<file path="config.mk">
export PLATFORM = sky130hd
export DESIGN_NAME = floppy_drive
export DESIGN_NICKNAME = d
export VERILOG_FILES = /design/src/rtl/floppy_pkg.sv /design/src/rtl/floppy_step_timer.sv /design/src/rtl/floppy_drive.sv
export SDC_FILE = /design/constraint.sdc
export NUM_CORES = 1
export LEC_CHECK = 0
export CAP_MARGIN = 20
export CORE_ASPECT_RATIO = 2
export CORE_UTILIZATION = 40
export CTS_BUF_LIST = sky130_fd_sc_hd__clkbuf_4 sky130_fd_sc_hd__clkbuf_8
export DETAILED_ROUTE_END_ITERATION = 6
export GPL_ROUTABILITY_DRIVEN = 1
export MAX_ROUTING_LAYER = met4
export PLACE_DENSITY = 0.67
export SLEW_MARGIN = 15
export SYNTH_ARGS = -nofsm -noshare
export SYNTH_HDL_FRONTEND = slang
export SYNTH_SLANG_ARGS = --single-unit
export TNS_END_PERCENT = 10
</file>
<file path="constraint.sdc">
create_clock -name clock_98k -period 4.7 [get_ports clock_98k]
set_input_delay 0.94 -clock clock_98k [delete_from_list [all_inputs] [get_ports clock_98k]]
set_output_delay 0.94 -clock clock_98k [all_outputs]
set_load 0.02 [all_outputs]
</file>
<file path="src/rtl/floppy_pkg.sv">
// Shared types and defaults for the floppy-drive stepper: state encoding, track range,
// homing timing and the period width used by the step timer.
package floppy_pkg;

   localparam int unsigned PeriodW           = 16;
   localparam int unsigned TrackW            = 7;
   localparam int unsigned HomeCntW          = 16;
   localparam int unsigned MaxTrackDefault   = 79;
   localparam int unsigned HomePeriodDefault = 196;
   localparam int unsigned HomeStepsDefault  = 80;

   typedef enum logic [1:0] {
      StInit,
      StHome,
      StRun
   } floppy_state_e;

   // A period of 1 would keep STEP permanently low, so it is stretched to 2.
   function automatic logic [PeriodW-1:0] eff_period(input logic [PeriodW-1:0] p);
      return (p == PeriodW'(1)) ? PeriodW'(2) : p;
   endfunction

endpackage

</file>
<file path="src/rtl/floppy_step_timer.sv">
// Period counter that emits a registered single-cycle active-low STEP pulse every
// `period` cycles; a zero period holds the counter idle.
module floppy_step_timer
   import floppy_pkg::*;
(
   input  logic               clock_98k,
   input  logic               reset,
   input  logic               enable,
   input  logic               clear,
   input  logic [PeriodW-1:0] period,
   output logic               step_n
);

   logic [PeriodW-1:0] cnt_q;
   logic               fire;

   // Compare against the live period so a shortened period takes effect at once.
   assign fire = (cnt_q >= (period - PeriodW'(1)));

   always_ff @(posedge clock_98k or negedge reset) begin
      if (!reset) begin
         cnt_q  <= '0;
         step_n <= 1'b1;
      end else if (clear || !enable || (period == '0)) begin
         cnt_q  <= '0;
         step_n <= 1'b1;
      end else if (fire) begin
         cnt_q  <= '0;
         step_n <= 1'b0;
      end else begin
         cnt_q  <= cnt_q + PeriodW'(1);
         step_n <= 1'b1;
      end
   end

endmodule

</file>
<file path="src/rtl/floppy_drive.sv">
// Floppy-drive stepper: homes the head toward track 0, then sweeps it back and forth
// across the tracks, stepping at the note period supplied by the controller.
module floppy_drive
   import floppy_pkg::*;
#(
   parameter int unsigned HOME_PERIOD = HomePeriodDefault,
   parameter int unsigned HOME_STEPS  = HomeStepsDefault,
   parameter int unsigned MAX_TRACK   = MaxTrackDefault
) (
   input  logic               clock_98k,
   input  logic               reset,
   input  logic [PeriodW-1:0] period_in,
   output logic               step_n,
   output logic               dir,
   output logic               drive_sel_n,
   output logic [TrackW-1:0]  track_pos,
   output logic               homed
);

   floppy_state_e        state_q;
   logic [HomeCntW-1:0]  home_cnt_q;
   logic [PeriodW-1:0]   timer_period;
   logic                 timer_en;
   logic                 home_done;
   logic [TrackW-1:0]    next_track;

   always_comb begin
      timer_period = (state_q == StHome) ? PeriodW'(HOME_PERIOD) : eff_period(period_in);
      timer_en     = (state_q != StInit);
      // The last homing pulse has just been issued; switch to RUN as STEP returns high.
      home_done    = (state_q == StHome) && !step_n &&
                     (home_cnt_q == HomeCntW'(HOME_STEPS - 1));
      next_track   = dir ? (track_pos + TrackW'(1)) : (track_pos - TrackW'(1));
   end

   floppy_step_timer u_step_timer (
      .clock_98k (clock_98k),
      .reset     (reset),
      .enable    (timer_en),
      .clear     (home_done),
      .period    (timer_period),
      .step_n    (step_n)
   );

   always_ff @(posedge clock_98k or negedge reset) begin
      if (!reset) begin
         state_q     <= StInit;
         home_cnt_q  <= '0;
         dir         <= 1'b0;
         drive_sel_n <= 1'b1;
         track_pos   <= '0;
         homed       <= 1'b0;
      end else begin
         case (state_q)
            StInit: begin
               state_q     <= StHome;
               drive_sel_n <= 1'b0;
            end
            StHome: begin
               if (home_done) begin
                  state_q    <= StRun;
                  home_cnt_q <= '0;
                  track_pos  <= '0;
                  dir        <= 1'b1;
                  homed      <= 1'b1;
               end else if (!step_n) begin
                  home_cnt_q <= home_cnt_q + HomeCntW'(1);
               end
            end
            StRun: begin
               // Track and direction follow the pulse by one cycle, never during it.
               if (!step_n) begin
                  track_pos <= next_track;
                  if (dir && (next_track == TrackW'(MAX_TRACK))) begin
                     dir <= 1'b0;
                  end else if (!dir && (next_track == '0)) begin
                     dir <= 1'b1;
                  end
               end
            end
            default: state_q <= StInit;
         endcase
      end
   end

endmodule

</file>
[Word level (Yosys, flattened, before mapping)]
Index checks and enable logic that the tools add are counted.
Storage, ports and cells
  flip-flop bits (word level): 45
  input port bits: 18
  output and inout bits: 11
  word-level logic and storage cells: 62
Operators by class
  add/sub/neg operators: 5
  order comparisons: 1
  equal/unequal tests: 9
  mux-type cells: 19
  bitwise operators: 1
  reduce and logical (&&, ||, !) cells: 19
Operators by type and width (number)
  16-bit two-way mux: 6
  16-bit by 1-bit adder with 16-bit output (second input constant): 2
  7-bit two-way mux: 3
  16-bit by 1-bit equality test with 1-bit output (second input constant): 1
  16-bit by 7-bit equality test with 1-bit output (second input constant): 1
  16-bit greater-or-equal comparator: 1
  16-bit zero test: 1
  16-bit by 1-bit subtractor with 16-bit output (second input constant): 1
  7-bit one-hot mux with 2 select lines: 1
  7-bit by 1-bit adder with 7-bit output (second input constant): 1
  7-bit equality test (second input constant): 1
  7-bit zero test: 1
  7-bit by 1-bit subtractor with 7-bit output (second input constant): 1
  1-bit two-way mux: 6
  2-bit one-hot mux with 3 select lines: 1
  2-bit AND reduction: 3
  1-bit logical AND: 4
  2-bit by 1-bit inequality test with 1-bit output (second input constant): 2
  4-bit AND reduction: 1
  2-bit nonzero test: 2
  1-bit zero test: 3
  3-bit inequality test (second input constant): 1
  3-bit AND reduction: 1
  2-bit by 1-bit equality test with 1-bit output (second input constant): 1
  7 further kinds: 8

[Longest topological paths before layout]
  depth after elaboration: 8
  gate-level depth with buffers: 18

[Hierarchy]
Synthesis repeated with hierarchy kept, for this count alone.
Second synthesis, totals
  cell total of the unflattened synthesis: 337
  area total of the unflattened synthesis: 3074.2 um^2
Modules (own cells, without submodules)
  floppy_drive: instances 1, cells an instance 180, area each 1679.1 um^2
  floppy_step_timer: instances 1, cells an instance 157, area each 1395.1 um^2

[Worst setup path after synthesis]
Ideal clock, no wire load.
  kind: input-to-reg
  from: input period_in[6]
  to: register u_step_timer.cnt_q[10]
  setup time: 0.132 ns
  data arrival time: 4.338 ns
  data required time: 4.568 ns
  slack: 0.231 ns
  cell stages on the path: 18
  path buffers: 1
  cells stage by stage: or4_4 nand2b_4 and2b_2 and3_1 o21ai_0 ha_1 nand3_1 nor2_1 xor2_1 nand2_1 ha_1 nand2_1 o21ai_0 a211o_1 a31oi_1 o31ai_1 clkbuf_1 nor2_1
On the way
  cells in the longest elaborated chain, start to end: 7
  elaborated cells between the ends (all ways): 9
  classes of those cells: add/sub (1); order compare (1); eq/ne (1); mux (4); reduce/logical (2)
Ends and longest elaborated chain
  start, declared: RTL line floppy_drive.sv:12  | input logic [PeriodW-1:0] period_in,
  16-bit by 1-bit equality test with 1-bit output: RTL line floppy_pkg.sv:20  | return (p == PeriodW'(1)) ? PeriodW'(2) : p;
  16-bit two-way mux (*): RTL line floppy_pkg.sv:20
  16-bit two-way mux (*): RTL line floppy_drive.sv:28  | timer_period = (state_q == StHome) ? PeriodW'(HOME_PERIOD) : eff_period(period_in);
  16-bit by 1-bit subtractor with 16-bit output: RTL line floppy_step_timer.sv:18  | assign fire = (cnt_q >= (period - PeriodW'(1)));
  16-bit greater-or-equal comparator: RTL line floppy_step_timer.sv:18
  16-bit two-way mux: RTL line floppy_step_timer.sv:27  | end else if (fire) begin
  16-bit two-way mux (*): RTL line floppy_step_timer.sv:24  | end else if (clear || !enable || (period == '0)) begin
  end signal, assigned: RTL line floppy_step_timer.sv:31  | cnt_q <= cnt_q + PeriodW'(1);
  end, declared: RTL line floppy_step_timer.sv:14  | logic [PeriodW-1:0] cnt_q;
Mark *: on every way between the ends. The rest lies on a longest branch, timed or not.
A chain may end at the register's enable or synchronous reset.

[Worst setup path after layout]
  from: input period_in[6]
  to: register u_step_timer.cnt_q[9]
The elaborated chain is that of the path after synthesis.

==> results.cfg <==
[placement]
place_congestion = 0.821
hpwl_um = 5210
numPlacedInstances = 476
placed_cell_area_mm2 = 0.00358
dpl_worst_slack_ns = -0.111
io_buffers = 28

[timing]
setup_violations = 0
finalMaxSlewViolations = 0
worst_clock_skew_ns = 0.00581
tns_ns = 0
max_freq_mhz = 229
hold_viol = 0
fin_crit_sh_pct = 92.9
rsz0062_at_grt = no
worst_slew_pin_slew_ns = 0.964
post-route-min-period_ns = 4.36
layout_setup_ws_ns = 0.336
slew_headroom_pct = 35.7

[route]
drc = 0
post_drt_wl_per_cell_um = 13.1
first_iter_violations = 98
drtPass1Iterations = 4
routed_wl_um = 6360
vias = 2561
routed_via_density = 5.29
postRouteAntennaNets = 0

[clocking]
h-tree-depth = 2
cts.root.buffer_cell = clkbuf_8
cts_tree = done
worstSkewPairLatency_ns = 0.29
numCtsBuffers = 5
clk_path_buf_depth = 2
cts.sinks = 45
cts_hold_buf = 0
clkSlewWorstSetupHoldPaths_ns = 0.08

[global_route]
grt_pass1_vias = 2602
grt.total_usage_pct = 17.9
antenna_found_initial = 0
grt-ovfl-total = 0
globalRoute.busiestLayer = met2
grt_util_met1_pct = 17.6
grt_pass1_wl_um = 11200
grt_max_degree = 46
grt_use_met3_pct = 0.362
met2_usage_pct = 35.4

[cells_and_area]
layout.nets = 437
n_antenna_cell = 0
final_area_mm2 = 0.00368
final_layout_size_suffix_gt1_share_pct = 10.7
syn_to_final_growth_pct = 20.4
fillerInstances = 693
stdcell_count = 484

[synthesis]
syn_area_mm2 = 0.00306
netlist.area_leader.share_pct = 35.2
synth_edf_count = 0
synth.yosys.seq_area_share_pct = 36.9
syn_nets = 387
syn_avg_cell_area_um2 = 8.97
yosysWarnings = 0
synth_top_cell_by_area = dfrtp_1
syn-instance-count = 341
synth_top_cells_by_count = 44 x nand2_1, 43 x dfrtp_1, 43 x nor2_1
synth-seq-cells = 45
synth.area.top_cells = dfrtp_1 35%, ha_1 11%, xnor2_1 6.6%
ys_types = 54
async_flop_share_pct = 100
synthFlopType = dfrtp_1
synth_most_common_cell = nand2_1

[power]
peakVddDrop_mv = 0.113
p_per_area_mw_per_mm2 = 186
cellLeakagePower_nw = 1.71
total_power_mw = 0.685

[die]
dieArea_mm2 = 0.00802
die_h_um = 126
die_w_um = 63.8
ios = 29
core-area_mm2 = 0.00732
initial_core_util_pct = 41.8
rows = 44

[setup_path]
cp_slowest_cell = or4_4
startpoint_type = input port
critPathRequiredTime_ns = 4.93
path_delay_family = simple AND/OR/NAND/NOR gates
cp.arrival_ns = 4.59
critical_path_class = in2reg
path_max_fanout = 8
worst-path-buf-inv = 4
end_kind = flop
crit_top_cell = buf_4
crit_path_cell_trace = clkdlybuf4s50_1, or4_4, nand2b_4, and2b_2, and3_1, o21ai_0, ha_2, nand2_1, xnor2_1, nand2_1, ha_1, a21o_1, a21oi_1, o21ai_0, buf_4, a31oi_1, o31ai_1, buf_4, buf_4, nor2_1
max_stage_delay_ns = 0.55

[outcome]
status = finished, final reports clean

[worst_hold_path]
min_path_type = reg2reg

[run]
maxCapViolations = 0
timing repair:
action	CTS	global route
gates resized for setup	0	2
setup endpoints to repair	0	14
buffers inserted	0	0
where the power goes:
part,switching (mW),internal (mW)
Clock,0.125,0.133
Sequential,0,0.387
Combinational,0.0189,0.0210
Total,0.144,0.541
cells in the final DEF, fill, tap and decap left out, types with 3 or more instances in the layout:
cell type and n:
o22ai_1 5, nor4_1 5, buf_4 20, nand3_1 14
and3_1 5, o21ai_0 10, a21o_1 6, nand2b_1 4
nor3_1 9, inv_1 11, xnor2_1 23, ha_1 26
nor2_1 43, nand2_1 44, or3_1 5, a211oi_1 3
xor2_1 20, nand4_1 6, a21oi_1 8, dfrtp_1 43
clkbuf_8 7, clkdlybuf4s50_1 27
path summary, 6_finish.rpt:
path                           startpoint               endpoint  slack [ns]  cells after the start
min reg2reg                home_cnt_q[15]         home_cnt_q[15]        0.47                      1
min in group asynchronous           reset          home_cnt_q[8]        0.79                      1
min                        home_cnt_q[15]         home_cnt_q[15]        0.47                      1
max reg2reg                    state_q[1]  u_step_timer.cnt_q[9]        1.20                     12
max in group asynchronous           reset                    dir        3.31                      1
max                          period_in[6]  u_step_timer.cnt_q[9]        0.34                     20
sequential cells by signal, summed over array words and instances, names as in the netlist:
signal	cells
drive_sel_n	1
u_step_timer.cnt_q	16
state_q	2
homed	1
dir	1
track_pos	7
u_step_timer.step_n	1
home_cnt_q	16
final cells by class:
cell class | instances | area, µm² | share of cell area (%)
Clock inverter | 1 | 5.00 | 0.136
Timing Repair Buffer | 48 | 425 | 11.6
Tap cell | 92 | 115 | 3.13
Sequential cell | 45 | 1130 | 30.6
Inverter | 11 | 41.3 | 1.12
Multi-Input combinational cell | 280 | 1870 | 50.8
Clock buffer | 7 | 96.3 | 2.62
metal layers:
metal | share of wire, % | wire length (µm)
met4 | 1.7 | 110
met2 | 58 | 3720
met1 | 38 | 2450
met3 | 1.3 | 83
met5 | 0 | 0
per-stage QoR:
step,util (%),hold slack (ns)
finish,50.3,0.470
detailed placement,48.9,0.458
floorplan,-,0.437
global placement,48.9,0.454
CTS,50.3,0.469
global route,50.3,0.502
logic make-up after synthesis:
group / after synthesis / synth area share [%]
simple gates: 157 / 25.6
flops: 45 / 36.9
fa+ha+maj: 28 / 11.7
compound gates: 51 / 11.0
mux: 1 / 0.368
xor+xnor: 43 / 12.3
buf+inv: 16 / 2.04
Power figures use the tool's default switching activity.
